==> src/rtl/product_accum_pkg.sv <==
// Shared types and default widths for the product accumulator datapath.
package product_accum_pkg;

   // Control states of the accumulator burst FSM
   typedef enum logic [1:0] {
      IDLE  = 2'd0,
      ACCUM = 2'd1,
      DONE  = 2'd2
   } state_e;

   localparam int DEF_PROD_WIDTH = 16;
   localparam int DEF_ACC_WIDTH  = 24;
   localparam int DEF_CNT_WIDTH  = 8;

endpackage

==> src/rtl/product_accumulator_adder.sv <==
// Ripple carry adder: WIDTH-bit sum of a, b and cin with carry out.
module ripple_carry_adder #(
   parameter int WIDTH = 24
) (
   input  logic [WIDTH-1:0] a,
   input  logic [WIDTH-1:0] b,
   input  logic             cin,
   output logic [WIDTH-1:0] sum,
   output logic             cout
);

   logic [WIDTH:0] carry;

   assign carry[0] = cin;

   // One full adder per bit, carry rippling from LSB to MSB
   for (genvar i = 0; i < WIDTH; i++) begin : g_fa
      assign sum[i]     = a[i] ^ b[i] ^ carry[i];
      assign carry[i+1] = (a[i] & b[i]) | (carry[i] & (a[i] ^ b[i]));
   end

   assign cout = carry[WIDTH];

endmodule

==> src/rtl/product_accumulator.sv <==
// Burst multiply-accumulate stage: sums len unsigned products into a wrapping
// accumulator with a sticky overflow flag, handshaked on both sides.
module product_accumulator
   import product_accum_pkg::*;
#(
   parameter int PROD_WIDTH = DEF_PROD_WIDTH,
   parameter int ACC_WIDTH  = DEF_ACC_WIDTH,
   parameter int CNT_WIDTH  = DEF_CNT_WIDTH
) (
   input  logic                  clk,
   input  logic                  rst_n,
   input  logic                  start,
   input  logic [CNT_WIDTH-1:0]  len,
   output logic                  busy,
   input  logic                  in_valid,
   output logic                  in_ready,
   input  logic [PROD_WIDTH-1:0] in_product,
   output logic                  out_valid,
   input  logic                  out_ready,
   output logic [ACC_WIDTH-1:0]  out_acc,
   output logic                  out_overflow
);

   state_e               state_q, state_d;
   logic [ACC_WIDTH-1:0] acc_q, acc_d;
   logic                 ovf_q, ovf_d;
   logic [CNT_WIDTH-1:0] rem_q, rem_d;

   logic [ACC_WIDTH-1:0] add_b;
   logic [ACC_WIDTH-1:0] add_sum;
   logic                 add_cout;
   logic                 accept;

   // Products are unsigned, so widen with zeros before the add
   assign add_b  = ACC_WIDTH'(in_product);
   assign accept = (state_q == ACCUM) && in_valid;

   ripple_carry_adder #(
      .WIDTH (ACC_WIDTH)
   ) u_adder (
      .a    (acc_q),
      .b    (add_b),
      .cin  (1'b0),
      .sum  (add_sum),
      .cout (add_cout)
   );

   // State register; reset aborts any burst in progress
   always_ff @(posedge clk or negedge rst_n) begin
      if (!rst_n) begin
         state_q <= IDLE;
      end else begin
         state_q <= state_d;
      end
   end

   // Next-state logic for the burst FSM
   always_comb begin
      state_d = state_q;
      case (state_q)
         IDLE: begin
            if (start) begin
               state_d = (len == '0) ? DONE : ACCUM;
            end
         end
         ACCUM: begin
            if (accept && (rem_q == CNT_WIDTH'(1))) begin
               state_d = DONE;
            end
         end
         DONE: begin
            if (out_ready) begin
               state_d = IDLE;
            end
         end
         default: state_d = IDLE;
      endcase
   end

   // Handshake and status outputs decoded from state only
   always_comb begin
      in_ready  = 1'b0;
      out_valid = 1'b0;
      busy      = 1'b1;
      case (state_q)
         IDLE:    busy      = 1'b0;
         ACCUM:   in_ready  = 1'b1;
         DONE:    out_valid = 1'b1;
         default: busy      = 1'b0;
      endcase
   end

   // Datapath next values: clear on start, add on each accepted product
   always_comb begin
      acc_d = acc_q;
      ovf_d = ovf_q;
      rem_d = rem_q;
      if ((state_q == IDLE) && start) begin
         acc_d = '0;
         ovf_d = 1'b0;
         rem_d = len;
      end else if (accept) begin
         acc_d = add_sum;
         ovf_d = ovf_q | add_cout;
         rem_d = rem_q - CNT_WIDTH'(1);
      end
   end

   // Datapath registers; partial sums are discarded on reset
   always_ff @(posedge clk or negedge rst_n) begin
      if (!rst_n) begin
         acc_q <= '0;
         ovf_q <= 1'b0;
         rem_q <= '0;
      end else begin
         acc_q <= acc_d;
         ovf_q <= ovf_d;
         rem_q <= rem_d;
      end
   end

   assign out_acc      = acc_q;
   assign out_overflow = ovf_q;

endmodule
==> config.mk <==
export PLATFORM = sky130hd
export DESIGN_NAME = product_accumulator
export DESIGN_NICKNAME = d
export VERILOG_FILES = /design/src/rtl/product_accum_pkg.sv /design/src/rtl/product_accumulator_adder.sv /design/src/rtl/product_accumulator.sv
export SDC_FILE = /design/constraint.sdc
export NUM_CORES = 1
export LEC_CHECK = 0
export ABC_AREA = 1
export CAP_MARGIN = 20
export CORE_MARGIN = 3
export CORE_UTILIZATION = 45
export DETAILED_ROUTE_END_ITERATION = 8
export GPL_TIMING_DRIVEN = 0
export PLACE_DENSITY = 0.75
export SYNTH_ARGS = -nofsm -noshare
export SYNTH_HDL_FRONTEND = slang
export SYNTH_SLANG_ARGS = --single-unit
==> constraint.sdc <==
create_clock -name clk -period 14.3 [get_ports clk]
set_input_delay 1.43 -clock clk [delete_from_list [all_inputs] [get_ports clk]]
set_output_delay 1.43 -clock clk [all_outputs]
set_load 0.005 [all_outputs]
After elaboration in Yosys (flattened, before gate mapping)
Cells that the tools add are included.
Cells by class
  $add $sub $neg: 1
  equality and inequality tests: 6
  mux-type cells: 14
  bitwise operators: 94
  reductions and logical operators: 8
Operator list (count)
  $mux 24: 2
  $and 1x1->1: 39
  $xor 1x1->1: 39
  $mux 8: 2
  $or 1x1->1: 16
  $eq 8x1->1 const B: 1
  $logic_not 8->1: 1
  $mux 2: 4
  $sub 8x1->8 const B: 1
  $pmux 2 s3: 1
  $mux 1: 5
  $ne 2x2->1 const B: 2
  $logic_and 1x1->1: 3
  $reduce_and 3->1: 1
  $eq 2x1->1 const B: 1
  $eq 2x2->1 const B: 1
  $logic_not 2->1: 1
  $ne 2x1->1 const B: 1
  $reduce_bool 2->1: 1
  $reduce_or 2->1: 1
Word-level totals
  register bits after elaboration: 35
  output and inout port bits: 28

Logic depth before layout (Yosys ltp)
  word-level depth: 42
  depth in mapped cells: 28
  depth with buffers taken out: 28

Cells and area by module
Synthesis repeated with hierarchy kept, for this count alone.
Unflattened totals
  cell total of the unflattened synthesis: 208
  area, all modules: 2200.9 um^2
Modules (own cells, without submodules)
  product_accumulator: times used 1, cells an instance 174, area each 1682.9 um^2
  ripple_carry_adder: times used 1, cells an instance 34, area each 518.0 um^2

Worst setup path after synthesis
OpenSTA, ideal clock, no wires.
  path kind: input-to-reg
  from: input in_product[0]
  to: register acc_q[23] (netlist: out_acc[23])
  setup time: 0.117 ns
  arrival time: 8.099 ns
  path slack: 6.084 ns
  cell stages on the path: 28
  path through: ha_1 fa_1 inv_1 fa_1 fa_1 fa_1 fa_1 fa_1 fa_1 fa_1 fa_1 fa_1 fa_1 fa_1 fa_1 fa_1 inv_1 fa_1 ha_1 ha_1 ha_1 ha_1 ha_1 ha_1 ha_1 ha_1 nand2_1 nand2_1
On the way
  word-level cells in the longest chain between the ends: 41
RTL lines
  start: declaration: RTL line product_accumulator.sv:17  | input logic [PROD_WIDTH-1:0] in_product,
  $and 1x1->1 (2 in series): RTL line product_accumulator_adder.sv:19  | assign carry[i+1] = (a[i] & b[i]) | (carry[i] & (a[i] ^ b[i]));
  $or 1x1->1: RTL line product_accumulator_adder.sv:19
  $and 1x1->1: RTL line product_accumulator_adder.sv:19
  $or 1x1->1: RTL line product_accumulator_adder.sv:19
  $and 1x1->1: RTL line product_accumulator_adder.sv:19
  $or 1x1->1: RTL line product_accumulator_adder.sv:19
  $and 1x1->1: RTL line product_accumulator_adder.sv:19
  $or 1x1->1: RTL line product_accumulator_adder.sv:19
  [... 18 more ...]
  $and 1x1->1: RTL line product_accumulator_adder.sv:19
  $or 1x1->1: RTL line product_accumulator_adder.sv:19
  $and 1x1->1: RTL line product_accumulator_adder.sv:19
  $or 1x1->1: RTL line product_accumulator_adder.sv:19
  $and 1x1->1 (7 in series): RTL line product_accumulator_adder.sv:19
  $xor 1x1->1: RTL line product_accumulator_adder.sv:18  | assign sum[i] = a[i] ^ b[i] ^ carry[i];
  $mux 24: RTL line product_accumulator.sv:102  | end else if (accept) begin
  $mux 24: RTL line product_accumulator.sv:98  | if ((state_q == IDLE) && start) begin
  end signal: assignment: RTL line product_accumulator.sv:112  | acc_q <= '0;
  end signal: assignment: RTL line product_accumulator.sv:116  | acc_q <= acc_d;
  end: declaration: RTL line product_accumulator.sv:25  | logic [ACC_WIDTH-1:0] acc_q, acc_d;
Every way passes these cells. The select of a mux whose other input is x is not followed.
A chain may end at the register's enable or synchronous reset.

Worst setup path after layout
Same ends and word-level chain as after synthesis.

==> summary.md <==
| Metric | Value |
|---|---|
| Status | `completed` |
| Clk_lat worst skew | `approximately 0.29 ns` |
| Port bufs | `56` |
| Proportion of layout cells with a drive suffix above 1 | `0.0647` |
| Post-route cell area | `~2900 um^2` |
| Buffers & Inverters on Critical Path | `3` |
| Period minus WS final | `around 9 ns` |
| TritonRoute pass-1 iters | `4` |
| Final period util | `0.613` |
| Final wirelength | `between 4000 and 5000 um` |
| Clock-pin slew on the worst setup and hold paths | `~0.070 ns` |
| Max cap viols | `0` |
| Most frequent cells in the layout | `60 x nand2_1, 55 x clkdlybuf4s50_1, 49 x inv_1` |
| Worst Max-Slew Pin Slew | `0.794 ns` |
| Wire per inst | `between 10 and 15 um` |
| Critical path launch point type | `input pin` |
| Crit Path Class | `input pin to flop` |
| Cells after Synth | `approximately 250` |
| Synthesized cell area | `roughly 2200 um^2` |
| Sum Neg Setup Slack | `0 ns` |
| Nets | `about 370` |
| Initial antenna violation count | `0` |
| First-pass GRT wire length | `about 8300 um` |
| Final setup fails | `0` |
| Synth Register Bits | `35` |
| Via count | `roughly 1800` |
| Largest net degree at the start of global routing | `36` |
| Crit-path slowest cell | `clkdlybuf4s50_1` |
| Post CTS Setup Buffer Count | `0` |
| WP data required | `between 10 and 15 ns` |
| Area after DPL | `about 2800 um^2` |
| Area Overhead vs Synth | `33.2%` |
| Hold Fails Final Rpt | `0` |
| Delay-heaviest family, CP | `adder cells` |
| Worst Path Arrival | `around 8.9 ns` |
| Worst clock skew | `around 0.0063 ns` |
| Std-Cell Rows | `24` |
| Placed wire-length estimate | `roughly 3600 um` |
| CTS tree | `built` |
| Final slew viol count | `0` |
| Clk buf depth | `2` |
| Chip Width | `between 70 and 80 um` |
| CTS root buf | `clkbuf_8` |
| Maximum operating frequency | `roughly 0.11 GHz` |
| PD cells | `between 150 and 200 nW/um^2` |
| Worst slew margin | `0.471` |
| H-tree depth | `2` |
| Setup crit end kind | `flop` |
| Crit-path most repeated cell | `fa_1` |
| Vias/cell | `about 4.9` |
| Post-route DRC | `0` |
| Post-Syn Nets | `between 300 and 400` |
| Hold WC Path Type | `flop to flop` |
| Util after Layout | `0.642` |
| Starting Density | `0.482` |
| Place WS | `approximately 5.2 ns` |
| Clock Sinks | `35` |
| YS warnings | `0` |
| R2R Setup Slk | `just under 7 ns` |
| Peak supply drop | `between 90 and 100 uV` |
| Synth top area share | `0.403` |
| Most common cell after layout, fill and taps aside | `nand2_1` |
| Routed Antenna Nets | `0` |
| GRT Total Usage | `0.192` |
| Core area | `4500 um^2` |
| Syn_area_per_cell | `around 8.9 um^2` |
| Vias in the first global route | `~1900` |
| Io pins | `57` |
| Yosys cell types | `24` |
| Synth area leader | `dfrtp_1` |
| CP max stage delay | `around 0.46 ns` |
| Leakage | `between 1 and 1.5 nW` |
| CP max FO | `1` |
| Die area | `between 5000 and 6000 um^2` |
| CTS buffer count | `5` |
| ANT cells | `0` |
| Placed Instances | `about 350` |
| RSZ-0062 raised after global routing | `false` |
| Fraction of the yosys area taken by sequential cells | `0.403` |
| 1st-iter DRT viols | `67` |
| Chip height | `75.5 um` |
| Post-CTS sizing | `0` |
| Total gr overflow | `0` |
| Leading post-synthesis cells by cell area | `dfrtp_1 40%, fa_1 14%, nand2_1 10%` |
| Routability cong. | `approximately 0.83` |
| CTS Hold Bufs | `0` |
| Final worst setup slack | `~5.5 ns` |
| Fin cells | `between 300 and 400` |
[metrics by stage]
stage	hold slack (ns)	total power, W
after CTS	0.530	0.000484
after global routing	0.564	0.000528
final	0.527	0.000477
after floorplan	0.500	0.000304
after detailed placement	0.520	0.000402
after global placement	0.513	0.000392
[cell type report]
type,count,area [um^2]
fillers,403,1610
multi-input cells,153,1060
repair buffers,56,556
flip-flops and latches,35,876
plain buffers,5,35.0
well taps,52,65.1
clock buffers,8,100
inverters,52,198
[worst min-delay path, cell delays in order (launching register included)]
cell     delay [ns]
dfrtp_1        0.38
inv_1          0.05
a21oi_1        0.06
[metal layers]
layer | wire length (um) | vias up | GRT usage
met5 | 0 | - | 0
met3 | 281 | 6 | 0.0515
met1 | 2040 | 846 | 0.233
met4 | 66 | 0 | 0.0660
met2 | 2280 | 47 | 0.332
li1 | - | 885 | -
[registers in the layout (all words and copies together) (netlist names)]
register / cells
state_q: 2
out_overflow: 1
rem_q: 8
out_acc: 24
[report_power, final]
group / leakage (nW) / total (W) / switching [W] / internal (W)
Clock: 0.0515 / 0.0000787 / 0.0000348 / 0.0000440
Combinational: 0.940 / 0.000244 / 0.000128 / 0.000116
Sequential: 0.463 / 0.000154 / 0.0000221 / 0.000132
Total: 1.45 / 0.000477 / 0.000185 / 0.000292
[final timing paths]
path,start,end,cells after the start
hold / removal,out_overflow$_DFFE_PN0P_,out_overflow$_DFFE_PN0P_,2
min in group asynchronous,rst_n,out_acc[23]$_DFFE_PN0P_,1
hold reg to reg,out_overflow$_DFFE_PN0P_,out_overflow$_DFFE_PN0P_,2
setup / recovery,in_product[0],out_acc[23]$_DFFE_PN0P_,29
setup reg to reg,out_acc[0]$_DFFE_PN0P_,out_acc[23]$_DFFE_PN0P_,28
max in group asynchronous,rst_n,out_acc[14]$_DFFE_PN0P_,1
[cells in the mapped netlist]
cell type and number:
a21oi_1 2, a22oi_2 1, buf_1 1, buf_2 1, buf_4 2, buf_6 1, dfrtp_1 35, fa_1 15
ha_1 14, inv_1 49, inv_2 2, inv_4 1, nand2_1 60, nand2_2 1, nand2_4 3, nand3_1 21
nor2_1 11, nor3_1 1, o211ai_1 1, o21ai_0 7, o21bai_1 1, o221ai_1 1, o22ai_1 13, xor2_1 1
[kinds of logic after synthesis]
kind of cell / after synthesis / synth area share
AND/OR/NAND/NOR: 97 / 0.192
XOR/XNOR: 1 / 0.00403
AO/OA/AOI/OAI: 26 / 0.0749
flip-flops: 35 / 0.403
buffers and inverters: 57 / 0.107
adder cells (fa/ha/maj): 29 / 0.219
Note: power is estimated with default switching activity, not from simulation.
==> variant 1, RTL diff (same settings) <==
The package constant `DEF_PROD_WIDTH` goes from 16 to 32.
--- a/src/rtl/product_accum_pkg.sv
+++ b/src/rtl/product_accum_pkg.sv
@@ -8,7 +8,7 @@
       DONE  = 2'd2
    } state_e;
 
-   localparam int DEF_PROD_WIDTH = 16;
+   localparam int DEF_PROD_WIDTH = 32;
    localparam int DEF_ACC_WIDTH  = 24;
    localparam int DEF_CNT_WIDTH  = 8;
 
Ports: changed (resized in_product); port bits go from 57 to 73. The function was not compared with the original's and may differ.
==> variant 1 against the unedited design <==
Sequential power rose by 13%; highest routed layer unchanged; die area grew 4.7%; area after synthesis rose by 5.1%; largest power group unchanged; sequential cell count unchanged; register-to-register slack got worse by 2.1 ns; total power increased by 25%; routed wire length is 2.2% lower; maximum frequency shrank 20%; via count decreased by 2.2%; global-route usage is 2.2 points lower; cell area grew 6.3%; clock power fell by 16%; combinational power rose by 46%; setup slack worse by 2.2 ns.
==> variant 1: results (changes against the unedited design) <==
----------------------------------------------------
[Synthesis]
  FFs w/ async S/R, synth ... 100% (unchanged)
  Synthesized Nets ... 310 (+2.3%)
  Proportion of synthesized chip area in sequential cells ... 38.4% (-2.0 points)
  Count of unique library cells instantiated by Yosys ... 23 (-4.2%)
  Most area-consuming cells after synthesis ... sky130_fd_sc_hd__dfrtp_1 38%, sky130_fd_sc_hd__fa_1 20%, sky130_fd_sc_hd__inv_1 10%
  Most instantiated flip-flop cell in the synthesis netlist ... sky130_fd_sc_hd__dfrtp_1
  Commonest cells post-synth ... 62 x sky130_fd_sc_hd__inv_1, 37 x sky130_fd_sc_hd__nand2_1, 35 x sky130_fd_sc_hd__dfrtp_1

[Worst setup path]
  Data arrival time of the critical path ... 11.09 ns (+2.15 ns)
  Number of cell instances on the worst register-to-register path ... 29 (+3.6%)
  R2r setup slk ... 4.62 ns (-2.12 ns)
  Critical Setup Path Class ... primary input to flip-flop
  Start of the worst register-to-register path ... out_acc[0]
  Worst flop-to-flop path endpoint ... out_acc[23]

[Cells and area]
  Area of the multi-input gates ... 0.00110 mm2 (+3.6%)
  Fraction of cell area in non-clock buffers ... 22.1% (+1.7 points)
  Sequential fraction of total cell area ... 28.5% (-1.8 points)
  Antenna diode count ... 0 (unchanged)
  Fraction of final layout cells with drive strength greater than 1 ... 8.50% (+2.0 points)
  Count of plain and timing-repair buffers in the layout ... 68 (+11%)
  Clock buffers and inverters, area share ... 2.36% (-1.1 points)
  Final-layout clock buffer total ... 6 (-2)
  Count of inverters other than clock inverters in the layout ... 68 (+31%)
  Number of fill cells ... 429 (+6.5%)
  Final-stage net count ... 381 (+4.1%)
  Count of multi-input gates ... 129 (-16%)

[Global routing]
  Initial antenna violation count ... 0 (unchanged)
  Wire length of the first global-routing pass ... 8110 um (-2.1%)
  Global routing usage summed across all routing layers ... 17.1% (-2.2 points)
  Via count of the first global-routing pass ... 1762 (-6.9%)

[Power]
  Power Internal ... 360 uW (+23%)
  Maximum vdd ir drop ... 0.0000982 V (about the same)
  P_leak ... 0.00143 uW (-2.0%)

[Hold path]
  Worst Hold Launch ... rem_q[0]
  Worst Hold Path Cells ... 1 (-1)
  Hold-critical path endpoint ... rem_q[0]

[Detailed routing]
  Iteration count of the initial detailed-routing pass ... 5 (+1)
  Number of DRC markers in iteration 0 ... 89 (+33%)
  Routed vias ... 1744 (-2.2%)
  Routed wire per std cell ... 12.2 um (-5.3%)

[Place]
  Global placer's final weighted congestion ... 0.820 (-0.83%)
  Post-detailed-placement half-perimeter wirelength ... 3560 um (-0.30%)
  Number of buffers added on ports ... 64 (+14%)

[CTS]
  Resized cells post-CTS ... 0 (unchanged)
  Clock slew seen by the registers of the worst setup and hold paths ... 0.07 ns (about the same)
  Clock Sinks ... 35 (unchanged)
  Clock Latency Late Sink ... ~0.28 ns
  Setup repair bufs after CTS ... 0 (unchanged)

[Timing]
  Worst slew margin relative to its limit ... 46.3% (-0.73 points)
  Smallest hold slack ... 0.521 ns (-0.00604 ns)
  Worst clock skew ... 0.00440 ns (-0.00186 ns)

[Outcome]
  Run status ... finished, final reports clean

----------------------------------------------------
-- variant 1: cell types whose count changed after synthesis, sizes merged, moves of 2 or more --
cell / before / now
o22ai: 13 / 21
ha: 14 / 6
inv: 52 / 68
nand2: 64 / 41
a22o: 0 / 4
o21ai: 7 / 5
fa: 15 / 23
nand3: 21 / 12
-- variant 1: metrics by stage --
| step | cells | setup slack (ns) | instance area (um2) | util [%] | power [uW] |
|---|---|---|---|---|---|
| final | 373 | 3.38 | 3080 | 63.8 | 596 |
| after global routing | 373 | 3.06 | 3080 | 63.8 | 664 |
| after CTS | 373 | 3.35 | 3080 | 63.8 | 604 |
| after detailed placement | 367 | 3.04 | 3000 | 62.3 | 534 |
| after global placement | 367 | 3.13 | 3010 | 62.4 | 521 |
| after floorplan | 236 | 3.99 | 2280 | - | 394 |
-- variant 1: logic make-up (layout without fill, tap and decap cells) --
logic type      after synthesis  in the layout  share of synthesized area [%]
buf+inv                      72            142                           13.4
simple gates                 63             63                           13.3
flops                        35             35                           38.4
compound gates               34             34                           10.4
fa+ha+maj                    29             29                           23.5
xor+xnor                      3              3                           1.15
-- variant 1: power groups by stage --
stage | Clock, uW | Sequential (uW) | Combinational, uW
3_5_place_dp | 0 | 175 | 359
5_1_grt | 72.8 | 181 | 410
3_3_place_gp | 0 | 175 | 346
6_report | 65.8 | 174 | 356
2_1_floorplan | 0 | 175 | 219
4_1_cts | 68.4 | 174 | 362
-- variant 1: worst max-delay path: cells and delay by family --
family	cells	cell delay (ns)
adders and majority gates	24	8.73
buffers and inverters	5	0.74
AOI/OAI and AO/OA	1	0.20
-- variant 1: layer usage --
layer  wire [um]  vias up  GRT usage, %
li1            -      855             -
met1        2080      842          23.5
met2        2230       43          26.6
met3         173        4          3.17
met4          73        0          6.94
met5           0        -             0
==> variant 2, RTL diff (same flow settings) <==
Without the edit above. Register the output `out_overflow` once more, without a reset; this adds one clock of latency there. The other outputs are not delayed to match.
--- a/src/rtl/product_accumulator.sv
+++ b/src/rtl/product_accumulator.sv
@@ -120,6 +120,8 @@
    end
 
    assign out_acc      = acc_q;
-   assign out_overflow = ovf_q;
+   always_ff @(posedge clk) begin
+      out_overflow <= ovf_q;
+   end
 
 endmodule
Formal check against the unedited RTL: no difference found for any inputs over 10 cycles, from zero or initial values and one cycle with rst_n low; that may be too few to reach the edited logic, so the function may still have changed.
==> variant 2 against the unedited design <==
Total power rose by 7.9%; routed wire length is 4.0% lower; via count decreased by 4.8%; count of clock-buffer cells in the layout down 1; critical path depth decreased by 1; die area shrank 0.63%; cell area down 0.74%; maximum frequency is 0.62% lower; sequential cell count rose by 1; setup slack lost 0.054 ns; sequential power grew 6%; clock skew up 0.0013 ns; area after synthesis shrank 0.69%; critical endpoint unchanged.
==> variant 2: results (changes against the unedited design) <==
----------------------------------------------------
[Worst setup path]
  R2r setup slk ... 6.69 ns (-0.05 ns)
  Number of cell instances on the worst register-to-register path ... 27 (-3.6%)
  Data arrival time of the critical path ... 8.99 ns (+0.05 ns)

[Detailed routing]
  Total routed wirelength ... 4480 um (-4.0%)
  Routed vias ... 1699 (-4.8%)

[Global routing]
  Global routing usage summed across all routing layers ... 18.0% (-1.2 points)
  Via count of the first global-routing pass ... 1717 (-9.3%)
  Wire length of the first global-routing pass ... 7640 um (-7.8%)
  Global Route met3 Usage ... 7.08% (+1.9 points)
  Global-route met1 utilization ... 22.8% (-0.54 points)
  Met2 routing resource usage after global routing ... 29.4% (-3.8 points)

[Place]
  Global placer's final weighted congestion ... 0.763 (-7.7%)
  Post-detailed-placement half-perimeter wirelength ... 3450 um (-3.5%)
  Worst slack at placement ... 5.17 ns (-0.0116 ns)

[Synthesis]
  Post-Synth Adder-Cell Area ... 22.0% (+0.15 points)
  Proportion of synthesized chip area in sequential cells ... 41.5% (+1.2 points)
  Compound-cell area share of the yosys netlist ... 10.7% (+3.2 points)
  Commonest cells post-synth ... 49 x sky130_fd_sc_hd__inv_1, 45 x sky130_fd_sc_hd__nand2_1, 35 x sky130_fd_sc_hd__dfrtp_1
  Count of unique library cells instantiated by Yosys ... 23 (-4.2%)
  Synthesized Nets ... 286 (-5.6%)
  Synthesized netlist cell count ... 228 (-6.9%)
  FFs w/ async S/R, synth ... 97.2% (-2.8 points)
  Most area-consuming cells after synthesis ... sky130_fd_sc_hd__dfrtp_1 41%, sky130_fd_sc_hd__fa_1 14%, sky130_fd_sc_hd__inv_1 8.5%

[Cells and area]
  Area added between synthesis and finish ... 33.1% (about the same)
  Final-stage net count ... 349 (-4.6%)
  Fraction of final layout cells with drive strength greater than 1 ... 5.82% (-0.65 points)

[Power]
  Maximum vdd ir drop ... 0.0000974 V (-0.83%)
  P_leak ... 0.00141 uW (-3.1%)

[Timing]
  Final clock period utilization by the worst path ... 61.6% (+0.38 points)
  Worst clock skew ... 0.00756 ns (+0.00130 ns)
  Actual transition at the worst max-transition pin ... 0.779 ns (-0.0153 ns)

[Outcome]
  Run status ... finished, final reports clean

[CTS]
  Root buffer cell ... sky130_fd_sc_hd__clkbuf_8

[Hold path]
  Worst Hold Launch ... ovf_q
  Hold-critical path endpoint ... out_overflow
  Worst Hold Path Cells ... 0 (-2)

----------------------------------------------------
## variant 2: cell types whose count changed after synthesis, sizes merged, moves of 2 or more
| cell | before | now |
|---|---|---|
| a22o | 0 | 11 |
| nand2 | 64 | 48 |
| nand3 | 21 | 9 |
| nor2 | 11 | 14 |
| o21ai | 7 | 5 |
## variant 2: power by group through the flow
stage | clock network, uW | logic (uW) | registers [uW]
detailed placement | 0 | 279 | 165
CTS | 77.2 | 281 | 164
finish | 75.1 | 275 | 164
global placement | 0 | 269 | 165
floorplan | 0 | 171 | 163
global route | 83.1 | 316 | 170
## variant 2: area by class of cell
cell class,instances,share of cell area [%]
inverter,52,6.97
clock inverter,1,0.261
buffer,4,1.13
clock buffer,7,3.01
timing repair buffer,56,19.3
multi-input combinational,136,35.8
tap,52,2.27
sequential,36,31.2
## variant 2: metal layers
metal  share of wire, %  wire, um  up-vias
met2                 49      2180       42
li1                   -         -      837
met1                 43      1940      816
met3                7.3       325        4
met5                  0         0        -
met4               0.80        36        0
